## src/rtl/pattern_generator.sv

```systemverilog
// Serial pattern generator: accepts a parallel word over valid/ready and
// shifts it out one bit per clock, optionally repeating it back-to-back,
// then idles the line for a fixed gap before accepting the next word.
module pattern_generator #(
  parameter int WIDTH      = 8,
  parameter int MSB_FIRST  = 1,
  parameter int GAP_CYCLES = 2,
  parameter int RPT_W      = 4
) (
  input  logic             clk,
  input  logic             rst,
  input  logic [WIDTH-1:0] din,
  input  logic             din_valid,
  output logic             din_ready,
  input  logic [RPT_W-1:0] repeat_cnt,
  input  logic             abort,
  output logic             serial_pattern,
  output logic             enable,
  output logic             busy,
  output logic             done
);

  localparam int BW = $clog2(WIDTH);
  localparam int GW = (GAP_CYCLES > 1) ? $clog2(GAP_CYCLES) : 1;
  localparam logic [BW-1:0] LAST  = BW'(WIDTH - 1);
  localparam logic [GW-1:0] GLOAD = GW'((GAP_CYCLES > 0) ? GAP_CYCLES - 1 : 0);

  typedef enum logic [1:0] {IDLE, SHIFT, GAP} state_t;

  state_t           state_q, state_d;
  logic [WIDTH-1:0] word_q, word_d;
  logic [BW-1:0]    bit_q, bit_d, bit_inc;
  logic [RPT_W-1:0] pass_q, pass_d;
  logic [GW-1:0]    gap_q, gap_d;
  logic             serial_d, enable_d, busy_d, done_d, ready_d;
  logic [WIDTH-1:0] order;
  logic             first_bit;

  // Captured word rearranged into transmit order so the bit index maps directly.
  for (genvar k = 0; k < WIDTH; k++) begin : g_order
    if (MSB_FIRST != 0) begin : g_msb
      assign order[k] = word_q[WIDTH-1-k];
    end else begin : g_lsb
      assign order[k] = word_q[k];
    end
  end

  assign first_bit = (MSB_FIRST != 0) ? din[WIDTH-1] : din[0];
  assign bit_inc   = bit_q + 1'b1;

  // State and registered outputs; every output is a flop.
  always_ff @(posedge clk or posedge rst) begin
    if (rst) begin
      state_q        <= IDLE;
      word_q         <= '0;
      bit_q          <= '0;
      pass_q         <= '0;
      gap_q          <= '0;
      serial_pattern <= 1'b0;
      enable         <= 1'b0;
      busy           <= 1'b0;
      done           <= 1'b0;
      din_ready      <= 1'b1;
    end else begin
      state_q        <= state_d;
      word_q         <= word_d;
      bit_q          <= bit_d;
      pass_q         <= pass_d;
      gap_q          <= gap_d;
      serial_pattern <= serial_d;
      enable         <= enable_d;
      busy           <= busy_d;
      done           <= done_d;
      din_ready      <= ready_d;
    end
  end

  // Next-state logic; outputs are computed one cycle ahead so they register
  // in step with the state they belong to.
  always_comb begin
    state_d  = state_q;
    word_d   = word_q;
    bit_d    = bit_q;
    pass_d   = pass_q;
    gap_d    = gap_q;
    serial_d = 1'b0;
    enable_d = 1'b0;
    busy_d   = 1'b0;
    done_d   = 1'b0;
    ready_d  = 1'b1;
    case (state_q)
      IDLE: begin
        if (din_valid && din_ready && !abort) begin
          word_d   = din;
          pass_d   = repeat_cnt;
          bit_d    = '0;
          serial_d = first_bit;
          enable_d = 1'b1;
          busy_d   = 1'b1;
          ready_d  = 1'b0;
          state_d  = SHIFT;
        end
      end
      SHIFT: begin
        if (abort) begin
          state_d = IDLE;
        end else if (bit_q == LAST) begin
          if (pass_q == '0) begin
            done_d = 1'b1;
            if (GAP_CYCLES > 0) begin
              gap_d   = GLOAD;
              busy_d  = 1'b1;
              ready_d = 1'b0;
              state_d = GAP;
            end else begin
              state_d = IDLE;
            end
          end else begin
            pass_d   = pass_q - 1'b1;
            bit_d    = '0;
            serial_d = order[0];
            enable_d = 1'b1;
            busy_d   = 1'b1;
            ready_d  = 1'b0;
          end
        end else begin
          bit_d    = bit_inc;
          serial_d = order[bit_inc];
          enable_d = 1'b1;
          busy_d   = 1'b1;
          ready_d  = 1'b0;
        end
      end
      GAP: begin
        if (abort || gap_q == '0) begin
          state_d = IDLE;
        end else begin
          gap_d   = gap_q - 1'b1;
          busy_d  = 1'b1;
          ready_d = 1'b0;
        end
      end
      default: state_d = IDLE;
    endcase
  end

endmodule

```

## config.mk

```make
export PLATFORM = sky130hd
export DESIGN_NAME = pattern_generator
export DESIGN_NICKNAME = d
export VERILOG_FILES = /design/src/rtl/pattern_generator.sv
export SDC_FILE = /design/constraint.sdc
export NUM_CORES = 1
export LEC_CHECK = 0
export CAP_MARGIN = 20
export CELL_PAD_IN_SITES_DETAIL_PLACEMENT = 0
export CELL_PAD_IN_SITES_GLOBAL_PLACEMENT = 1
export CORE_UTILIZATION = 38
export CTS_BUF_LIST = sky130_fd_sc_hd__clkbuf_8
export DETAILED_ROUTE_END_ITERATION = 8
export GPL_TIMING_DRIVEN = 0
export PLACE_DENSITY = 0.85
export SYNTH_ARGS = -nofsm -noshare
export SYNTH_HDL_FRONTEND = slang
export SYNTH_SLANG_ARGS = --single-unit
```

## constraint.sdc

```tcl
create_clock -name clk -period 1.9 [get_ports clk]
set_input_delay 0.38 -clock clk [delete_from_list [all_inputs] [get_ports clk]]
set_output_delay 0.38 -clock clk [all_outputs]
set_load 0.02 [all_outputs]
```

; ---- Word level (Yosys, flattened, before mapping)
; Cells that the tools add are included.
[totals]
regBits = 23
output_inout_bits = 5
word_cells = 85
[op_classes]
n_addsub = 3
magnitude_cmp = 1
n_eq_ne = 13
n_mux = 44
n_bitwise = 1
n_reduce_logical = 13
[ops]
columns = operator, n
row1 = 1-bit two-way mux, 22
row2 = 4-bit two-way mux, 4
row3 = "2-bit != test, second input constant", 7
row4 = 3-bit two-way mux, 4
row5 = 2-bit two-way mux, 5
row6 = 5-bit AND reduction, 2
row7 = "3-bit != test, second input constant", 3
row8 = 4-bit one-hot mux with 2 select lines, 1
row9 = 4-bit AND reduction, 2
row10 = 1-bit one-hot mux with 2 select lines, 3
row11 = 1-bit one-hot mux with 3 select lines, 2
row12 = 2-bit one-hot mux with 3 select lines, 1
row13 = 3-bit one-hot mux with 2 select lines, 1
row14 = 4-bit zero test, 1
row15 = "3-bit by 4-bit < comparator with 1-bit output, second input constant", 1
row16 = 2-bit nonzero test, 2
row17 = "4-bit by 1-bit subtractor with 4-bit output, second input constant", 1
row18 = "3-bit by 1-bit adder with 3-bit output, second input constant", 1
row19 = 1-bit binary-select mux with 3-bit select, 1
row20 = "3-bit == test, second input constant", 1
row21 = "2-bit by 1-bit == test with 1-bit output, second input constant", 1
row22 = "2-bit == test, second input constant", 1
row23 = 1-bit logical AND, 2
row24 = 2-bit zero test, 1
row25 = other kinds (5), 5

; ---- Longest topological paths before layout
[depth]
word_depth = 6
mapped_depth = 7
ltp_nobuf = 6

; ---- Worst setup path before layout
; OpenSTA, ideal clock, no wires.
[synth_timing]
kind = reg-to-reg
startpoint = register bit_q[0]
endpoint = register serial_pattern
setup_time_ns = 0.119
arrival_time_ns = 1.866
required_time_ns = 1.781
path_slack_ns = -0.085
stages_incl_launch_ff = 7
synth_period_minus_slack_ns = 1.985
path_cell_list = dfrtp_1 > ha_1 > ha_1 > mux4_1 > mux2_2 > o21ai_1 > nand2_1
[synth_via]
elab_chain_len = 6
word_cells_on_any_way = 7
cone_classes = 1 x add/sub / 1 x eq/ne / 5 x mux
[synth_lines]
columns = element, line_no
row1 = start: declaration, 32  ; logic [BW-1:0] bit_q, bit_d, bit_inc;
row2 = start signal: assignment, 67  ; bit_q <= bit_d;
row3 = 3-bit by 1-bit adder with 3-bit output, 49  ; assign bit_inc = bit_q + 1'b1;
row4 = 1-bit binary-select mux with 3-bit select, 128  ; serial_d = order[bit_inc];
row5 = 1-bit two-way mux (not written as such), 128
row6 = 1-bit two-way mux *, 107  ; end else if (bit_q == LAST) begin
row7 = 1-bit two-way mux *, 105  ; if (abort) begin
row8 = 1-bit one-hot mux with 2 select lines *, 91  ; case (state_q)
row9 = via serial_d, 35  ; logic serial_d, enable_d, busy_d, done_d, ready_d;
row10 = end signal: assignment, 70  ; serial_pattern <= serial_d;
row11 = end: declaration, 17  ; output logic serial_pattern,
; The timed path passes the listed nets; every way through them passes the cells marked *. The select of a mux whose other input is x is not followed.
; A chain may end at the register's enable or synchronous reset.

; ---- Worst setup path after layout
; Same ends and word-level chain as after synthesis.

==> results.md <==
* Status: finished with violations
* Failing checks: design-rule violations, negative setup slack
* First-pass GRT wire length at roughly 4000 um
* Worst slew pin tran at roughly 0.87 ns
* First-pass iteration count of the detailed router at 6
* IO buf count at 19
* Total wire length at 2330 um
* Initial antenna violation count at 0
* Startpoint class of the critical path: register
* RSZ-0062 raised after global routing: yes
* FF+latch count, synth at 23
* Nets at about 150
* CTS H-tree lvls at 1
* Final hold vios at 0
* Most frequent cells in the layout: dfrtp_1 (22), clkdlybuf4s50_1 (19), inv_1 (8), nand2_1 (8), mux2_2 (8)
* GPL Wtd Cong at approximately 0.75
* Area of the multi-input gates at roughly 570 sq um
* Syn_area_per_cell at about 11 sq um
* DRC at 2
* DIE WIDTH at between 50 and 60 um
* DP HPWL at roughly 1600 um
* Setup_tns at -0.0416 ns
* Total number of vias at ~870
* CTS tree: built
* Vias/cell at 5.48
* Rows at 19
* Sequential area share after synthesis at between 40% and 50%
* Post-route ant nets at 0
* Mean routed wirelength per cell at around 15 um
* Area Growth Syn to Fin at 27.4%
* Clk_lat worst skew at ~0.27 ns
* Initial cell density of the core at between 40% and 50%
* Mapped Cells at 102
* Setup Slack @ Placement at -0.129 ns
* Leak Pwr at 0.629 nW
* Cell taking the most area after synthesis: dfrtp_1
* Final setup viols at 1
* Critical setup path kind: register to register
* Final design utilization at about 53%
* Worst Setup End Kind: register
* Post-synthesis cell type count at 33
* Vias in the first global route at roughly 860
* GR Util All Layers at between 10% and 20%
* Fin crit share at 102%
* Max Fclk at 515 MHz
* Crit path arrival time at 2.10 ns
* Worst endpoint required time at just over 2 ns
* Die Ht at approximately 58 um
* Die area at roughly 3300 sq um
* GRT overflow at 0
* Max_slew headroom at between 40% and 50%
* First DRT Iteration DRCs at 21
* Share of layout cells above drive strength 1 at around a quarter
* Antenna Diode Count at 0
* Synth Warn # at 0
* Commonest non-fill, non-tap cell in the layout: dfrtp_1
* Mapped Nets at between 100 and 150
* Top-Level Pins at 21
* FF/Latch Area at 577 sq um
* Area of the mapped netlist at between 1000 and 1500 sq um
* Maximum VDD drop at approximately 0.45 mV
* Largest net degree at the start of global routing at 24
* # fillers at around 260
* Clock transition at the registers of the reported paths at approximately 0.08 ns
* Share of the synthesized area in the top cell type at a little under half
* Setup Skew at slightly above 0.006 ns
* Min-delay worst type: input port to register
* Pins Over Slew Limit at 0
* Setup WS post-layout at -0.0416 ns
* Max-cap viol count at 0
* Num CTS Buffers at 3
* Core region area at between 2000 and 3000 sq um
* Clk sink count at 23
* PwrDens at roughly 890 nW/um^2
* CTS Root Cell: clkbuf_8
* Top cells by area, synth: dfrtp_1 (47%), mux2_2 (9.6%), mux4_1 (4.5%), ha_1 (3.2%), a21oi_1 (3.0%)
* Clock buffer depth at 2
* Final worst path period need at ~1.9 ns
* CP max FO at 3
## cell usage after synthesis, drive strengths merged
cell type and n:
nor2 3, nor3 3, or3b 1, o221ai 1
mux4 2, nor2b 1, a211o 1, nand4 1
or2 1, nand3 2, inv 7, a21oi 7
dfstp 1, buf 4, dfrtp 22, o21ai 8
nand3b 1, nand2 8, nor3b 2, clkbuf 1
mux2i 2, nand2b 1, a2111oi 1, ha 3
nor4 1, and2 2, mux2 10, o22a 4
and4bb 1
## per-layer routing
metal | up-vias | global-route usage [%] | part of all wire, %
met5 | - | 0 | 0
li1 | 416 | - | -
met2 | 26 | 24.8 | 47
met1 | 424 | 21.8 | 47
met4 | 0 | 8.36 | 2.4
met3 | 5 | 2.72 | 4.0
## critical path, stage by stage (launching register included)
cell and delay (ns):
dfrtp_1 0.40, ha_2 0.20, ha_4 0.28, mux4_2 0.50, mux2_4 0.29, o21ai_2 0.11, nand2_1 0.05
## metrics by stage
step	cells	power [mW]	cell area, sq um	hold WS, ns
4_1_cts	159	1.32	1480	0.403
6_report	159	1.33	1490	0.399
3_3_place_gp	152	0.979	1410	0.490
5_1_grt	159	1.42	1490	0.417
3_5_place_dp	152	0.993	1410	0.495
2_1_floorplan	102	0.888	1180	0.381
## worst paths after layout
path | depth (start not counted) | endpoint | slack (ns) | from
max | 6 | serial_pattern | -0.04 | bit_q[0]
min | 2 | state_q[1] | 0.40 | abort
max reg2reg | 6 | serial_pattern | -0.04 | bit_q[0]
min reg2reg | 1 | word_q[0] | 0.51 | word_q[0]
max in group asynchronous | 2 | bit_q[0] | 0.77 | rst
min in group asynchronous | 2 | bit_q[2] | 0.59 | rst
## final cells by class
| type | count | area share, % |
|---|---|---|
| buffer | 4 | 1.26 |
| sequential | 23 | 38.7 |
| tap | 31 | 2.60 |
| multi-input combinational | 67 | 37.9 |
| clock buffer | 3 | 2.77 |
| timing repair buffer | 23 | 14.8 |
| inverter | 7 | 1.76 |
| clock inverter | 1 | 0.252 |
## state kept, by name, indices dropped and copies added (netlist names)
signal,flops
word_q,8
busy,1
done,1
state_q,2
serial_pattern,1
din_ready,1
pass_q,4
bit_q,3
enable,1
gap_q,1
## kinds of logic after synthesis
family                   synth area share [%]
AND/OR/NAND/NOR                          15.0
buffers and inverters                    4.81
AO/OA/AOI/OAI                            11.6
adder cells (fa/ha/maj)                  3.21
multiplexers                             16.1
flip-flops                               49.3
## power by group
| group | internal (mW) | total, mW | switching [mW] |
|---|---|---|---|
| combinational | 0.221 | 0.378 | 0.156 |
| sequential | 0.588 | 0.654 | 0.0665 |
| clock | 0.144 | 0.299 | 0.155 |
| total | 0.954 | 1.33 | 0.378 |
## repair_timing
action | 4_1_cts | 5_1_grt
buffers inserted | 3 | 1
endpoints found under the setup margin | 3 | 3
gates resized for setup | 2 | 2
pin swaps | 4 | 1
hold buffers | 0 | 0
(Power assumes the default switching activity.)
